`config.mk`:
```
export PLATFORM = sky130hd
export DESIGN_NAME = data_mem_responder
export DESIGN_NICKNAME = d
export VERILOG_FILES = /design/src/rtl/data_mem_responder.sv
export SDC_FILE = /design/constraint.sdc
export NUM_CORES = 2
export LEC_CHECK = 0
export BUFFER_PORTS_ARGS = -buffer_cell sky130_fd_sc_hd__clkbuf_2
export CAP_MARGIN = 5
export CORE_ASPECT_RATIO = 0.8
export CORE_MARGIN = 10
export CORE_UTILIZATION = 60
export CTS_CLUSTER_SIZE = 28
export DETAILED_ROUTE_END_ITERATION = 8
export MAX_ROUTING_LAYER = met4
export PLACE_DENSITY = 0.73
export RECOVER_POWER = 25
export SYNTH_ARGS = -nofsm -noshare
export SYNTH_HDL_FRONTEND = slang
export SYNTH_SLANG_ARGS = --single-unit
```
`constraint.sdc`:
```
create_clock -name clk -period 21.8 [get_ports clk]
set_input_delay 3.27 -clock clk [delete_from_list [all_inputs] [get_ports clk]]
set_output_delay 3.27 -clock clk [all_outputs]
set_load 0.02 [all_outputs]
```
`src/rtl/data_mem_responder.sv`:
```
// data_mem_responder
//   Responder end of the CPU data-memory bus. Zero-latency reads and one-edge writes
//   into a word-organised RAM with byte/halfword lanes and sign/zero extension. Also
//   provides a 16-byte MMIO debug window: LED, CYCLES, STORES and STATUS (sticky
//   misalignment flag, write-1-to-clear).
// Ports
//   clk      rising-edge clock
//   rst      asynchronous active-high reset
//   mem_w    write strobe for the current access
//   addr     byte address of the current access
//   din      store data, LSB-aligned
//   dm_type  000 word, 001 half, 010 half-u, 011 byte, 100 byte-u, others reserved
//   dout     load data (combinational)
//   led_out  LED register
//   err_out  sticky misalignment flag
module data_mem_responder #(
  parameter int          ADDR_WIDTH = 7,
  parameter logic [31:0] MMIO_BASE  = 32'h0000_F000,
  parameter int          LED_WIDTH  = 16
) (
  input  logic                 clk,
  input  logic                 rst,
  input  logic                 mem_w,
  input  logic [31:0]          addr,
  input  logic [31:0]          din,
  input  logic [2:0]           dm_type,
  output logic [31:0]          dout,
  output logic [LED_WIDTH-1:0] led_out,
  output logic                 err_out
);

  localparam logic [2:0] DM_W  = 3'b000;
  localparam logic [2:0] DM_H  = 3'b001;
  localparam logic [2:0] DM_HU = 3'b010;
  localparam logic [2:0] DM_B  = 3'b011;
  localparam logic [2:0] DM_BU = 3'b100;

  localparam logic [1:0] OFF_LED    = 2'd0;
  localparam logic [1:0] OFF_CYCLES = 2'd1;
  localparam logic [1:0] OFF_STATUS = 2'd3;

  logic [31:0] ram [2**ADDR_WIDTH];

  logic [ADDR_WIDTH-1:0] idx;
  logic [31:0]           rd_word;
  logic                  mmio_sel;
  logic                  misaligned;
  logic                  accept_w;
  logic [31:0]           ram_rd;
  logic [31:0]           mmio_rd;
  logic [31:0]           wr_word;
  logic [15:0]           half;
  logic [7:0]            byte_l;

  logic [LED_WIDTH-1:0]  led;
  logic [31:0]           cycles;
  logic [31:0]           stores;
  logic                  err;
  logic [31:0]           last_bad_addr;

  assign idx      = addr[ADDR_WIDTH+1:2];
  assign rd_word  = ram[idx];
  assign mmio_sel = (addr[31:4] == MMIO_BASE[31:4]);
  assign half     = addr[1] ? rd_word[31:16] : rd_word[15:0];
  assign byte_l   = rd_word[8*addr[1:0] +: 8];

  // MMIO is word-only; reserved types are always treated as misaligned.
  always_comb begin
    misaligned = 1'b0;
    case (dm_type)
      DM_W:         misaligned = (addr[1:0] != 2'b00);
      DM_H, DM_HU:  misaligned = addr[0] | mmio_sel;
      DM_B, DM_BU:  misaligned = mmio_sel;
      default:      misaligned = 1'b1;
    endcase
  end

  assign accept_w = mem_w & ~misaligned;

  always_comb begin
    ram_rd = rd_word;
    case (dm_type)
      DM_H:    ram_rd = {{16{half[15]}}, half};
      DM_HU:   ram_rd = {16'h0, half};
      DM_B:    ram_rd = {{24{byte_l[7]}}, byte_l};
      DM_BU:   ram_rd = {24'h0, byte_l};
      default: ram_rd = rd_word;
    endcase
  end

  always_comb begin
    mmio_rd = 32'h0;
    case (addr[3:2])
      OFF_LED:    mmio_rd = 32'(led);
      OFF_CYCLES: mmio_rd = cycles;
      2'd2:       mmio_rd = stores;
      default:    mmio_rd = {31'h0, err};
    endcase
  end

  assign dout = misaligned ? 32'h0 : (mmio_sel ? mmio_rd : ram_rd);

  // Sub-word stores merge into the current word so untouched lanes survive.
  always_comb begin
    wr_word = rd_word;
    case (dm_type)
      DM_H, DM_HU: wr_word[16*addr[1] +: 16]  = din[15:0];
      DM_B, DM_BU: wr_word[8*addr[1:0] +: 8]  = din[7:0];
      default:     wr_word = din;
    endcase
  end

  // RAM has no reset; a write coinciding with reset is dropped.
  always_ff @(posedge clk) begin
    if (accept_w && !mmio_sel && !rst) ram[idx] <= wr_word;
  end

  always_ff @(posedge clk or posedge rst) begin
    if (rst) begin
      led           <= '0;
      cycles        <= '0;
      stores        <= '0;
      err           <= 1'b0;
      last_bad_addr <= '0;
    end else begin
      // A CYCLES write takes priority over the free-running increment.
      if (accept_w && mmio_sel && addr[3:2] == OFF_CYCLES) cycles <= '0;
      else                                                 cycles <= cycles + 32'd1;
      if (accept_w) stores <= stores + 32'd1;
      if (accept_w && mmio_sel && addr[3:2] == OFF_LED) led <= din[LED_WIDTH-1:0];
      if (misaligned) begin
        err           <= 1'b1;
        last_bad_addr <= addr;
      end else if (accept_w && mmio_sel && addr[3:2] == OFF_STATUS && din[0]) begin
        err <= 1'b0;
      end
    end
  end

  assign led_out = led;
  assign err_out = err;

endmodule

```
==> run_results.csv <==
group,metric,value,unit
sta,tightest_slew,3679,ps
floorplan,initial_core_util,60.30,%
critical_path,startpoint,"addr[6]",
finish,layout-drive-gt1-share,24.54,%
drt,wl_per_cell,40.97,um
floorplan,die_area,294100,um2
synthesis,yosysWarnings,0,
drt,highest_layer,"met4",
cts,clk_pin_slew_worst_paths,60,ps
placement,place_congestion,0.9809,
floorplan,core,271300,um2
critical_path,crit_arrival,13650,ps
critical_path,crit_required,18530,ps
synthesis,yosysSeqAreaShare,76.42,%
run_status,violations,"max-capacitance violations, max-slew violations",
drt,vias,88450,
synthesis,synth_top_area_share,75.19,%
sta,slew_viol_final,2138,
cts,h-tree-depth,5,
drt,antenna_left,0,
cts,cts_buffer_depth,4,
drt,routed_wl,493900,um
synthesis,yosys-top-cells-count,"edfxtp_1, mux4_2, mux2i_1, nor2_1, nand2_1",
floorplan,die_x,603.8,um
synthesis,syn_nets,7779,
floorplan,num_rows,171,
drt,drc_errors,0,
sta,finalSetupViolCount,0,
placement,dp.cells,11330,
sta,maxSlewHeadroom,-145.2,%
hold_path,min_from,"stores[31]",
sta,hold_viol_final,0,
cts,clock_latency,940,ps
sta,grt_setup_unrepaired,"false",
cts,cts_root_buffer,"clkbuf_16",
cts,cts_hold_buf,0,
power,p_leak,57.65,nW
finish,final_cells,12060,
critical_path,cp_max_fo,30,
floorplan,die_h,487.0,um
sta,fin_crit,16920,ps
cts,cts_setup_buffers,0,
synthesis,netlist_area,163600,um2
critical_path,crit_path_start_kind,"primary input",
global_routing,antenna_found_initial,29,
synthesis,async_flop_share,1.939,%
global_routing,grt_pass1_vias,84600,
synthesis,yosysMostFrequentCell,"edfxtp_1",
cts,numCtsBuffers,387,
synthesis,synthFlopType,"edfxtp_1",
placement,io_buffer_count,118,
global_routing,gr-total-overflow,0,
sta,clock_skew,56.57,ps
critical_path,crit_family,"buffers and inverters",
floorplan,ioPinCount,119,
drt,wl_met2,212000,um
synthesis,ys_seq_elements,4177,
cts,cts_tree,"built",
drt,drt-initial-drc-count,17160,
finish,n_fill_cell,17020,
power,power_density,93.03,nW/um2
synthesis,synth-edff-count,4096,
critical_path,crit_chain,"buf_6, clkbuf_1, clkbuf_1, nor2_4, clkbuf_1, clkbuf_1, nand2_1, nor4_1, clkbuf_1, a21o_1, o32ai_1, clkbuf_2",
placement,dp_hpwl,272700,um
sta,fmax,59.09,MHz
finish,nets,8166,
sta,min_period_over_period,77.63,%
drt,drt-met1-wl,172600,um
sta,setup_tns,0,ps
run_status,outcome,"complete, but fails checks",
synthesis,syn_inst,7702,
critical_path,endpoint_kind,"output port",
synthesis,synth_area_leaders,"edfxtp_1, mux4_2, mux2i_1",
critical_path,path_common_cell,"clkbuf_1",
critical_path,slowest_stage,"clkbuf_1",
critical_path,crit_buf_inv,7,
finish,area_delta_synth_final,11.02,%
global_routing,grt_util_all_layers,34.15,%
sta,fin_hold_ws,485.0,ps
global_routing,grt_pass1_wl,680500,um
global_routing,grt_max_degree,134,
critical_path,worstReg2RegStart,"ram[41][10]",
synthesis,synth_cell_types,89,
flow_run,cap_violations,83,
drt,dr.pass1.iters,6,
synthesis,syn_avg_cell_area,21.24,um2
hold_path,worstHoldPathType,"reg -> reg",
critical_path,crit_type,"in -> out",
synthesis,yosys.area.top_type,"edfxtp_1",
cts,cts.sinks,4177,
cts,cts_resized,0,
drt,route.met3.wl,85300,um
drt,vias_per_cell,7.336,
power,ir_worst_vdd,74.80,uV
critical_path,max_stage_delay,2600,ps
cells by family (layout without fill, tap and decap cells):
| logic type | Yosys count | in the layout | synth area share (%) |
|---|---|---|---|
| and+or+nand+nor | 771 | 771 | 2.163 |
| muxes | 1419 | 1419 | 15.67 |
| buffers and inverters | 474 | 1160 | 1.777 |
| xor gates and xnor gates | 61 | 61 | 0.3266 |
| adders and majority gates | 7 | 7 | 0.05354 |
| AOI/OAI and AO/OA | 793 | 793 | 3.581 |
| other | 0 | 36 | 0 |
| DFF | 4177 | 4177 | 76.42 |
layout by cell type, fill, tap and decap left out, drive strengths merged, types with 19 or more instances in the layout:
| master | n |
|---|---|
| nand4 | 30 |
| edfxtp | 4096 |
| dfrtp | 81 |
| diode | 36 |
| xor2 | 27 |
| o221ai | 121 |
| mux2 | 102 |
| a211oi | 21 |
| buf | 279 |
| clkbuf | 651 |
| bufinv | 29 |
| o22ai | 98 |
| a221o | 24 |
| a22oi | 41 |
| nor2 | 293 |
| a221oi | 78 |
| mux2i | 413 |
| a311oi | 28 |
| o21ai | 94 |
| clkinv | 165 |
| a21oi | 120 |
| nand2 | 234 |
| o211ai | 27 |
| and3 | 19 |
| inv | 24 |
| xnor2 | 34 |
| nor3 | 22 |
| mux4 | 904 |
| nand3 | 73 |
area by class of cell:
type | count | area (um2) | share of cell area [%]
sequential | 4177 | 125000 | 68.84
multi-input combinational | 3051 | 36770 | 20.25
clock buffer | 473 | 10170 | 5.597
tap | 3633 | 4546 | 2.503
timing repair buffer | 457 | 3119 | 1.717
clock inverter | 215 | 1823 | 1.004
antenna | 36 | 90.09 | 0.04960
inverter | 15 | 75.07 | 0.04134
power breakdown:
group	total (W)	internal, W	switching (W)	leakage [nW]
Combinational	0.00127	0.000321	0.000953	13.8
Sequential	0.00908	0.00907	0.00000903	38.0
Clock	0.00654	0.00365	0.00289	5.86
Total	0.0169	0.0130	0.00385	57.7
worst paths after layout:
path                                    end  slack (ps)  cells past startpoint
worst max-delay path                dout[7]        4880                     12
worst min-delay path             stores[31]         480                      1
worst max register to register  ram[22][10]       16130                      9
worst min register to register   stores[31]         480                      1
max in group asynchronous         cycles[9]       15900                      3
min in group asynchronous        stores[21]        2800                      2
registers in the layout, summed over array words and instances (netlist names):
| register | flops |
|---|---|
| cycles | 32 |
| err_out | 1 |
| led_out | 16 |
| ram | 4096 |
| stores | 32 |
per-stage QoR:
| step | instance area (um2) | power, W | worst slack (ps) | util (%) |
|---|---|---|---|---|
| final | 181600 | 0.01690 | 4877 | 66.94 |
| after global routing | 181600 | 0.01725 | 5203 | 66.93 |
| after CTS | 182200 | 0.01687 | 8521 | 67.16 |
| after detailed placement | 170200 | 0.01047 | 8535 | 62.74 |
| after global placement | 170200 | 0.01043 | 8602 | 62.73 |
| after floorplan | 163600 | 0.009989 | 9943 | - |
routing by layer:
| metal | up-vias | GRT usage [%] |
|---|---|---|
| met4 | 0 | 13.12 |
| met3 | 1163 | 12.87 |
| met2 | 8046 | 46.75 |
| li1 | 33330 | - |
| met1 | 45910 | 47.11 |
| met5 | - | - |
No activity file was read; power rests on OpenSTA's default activity.
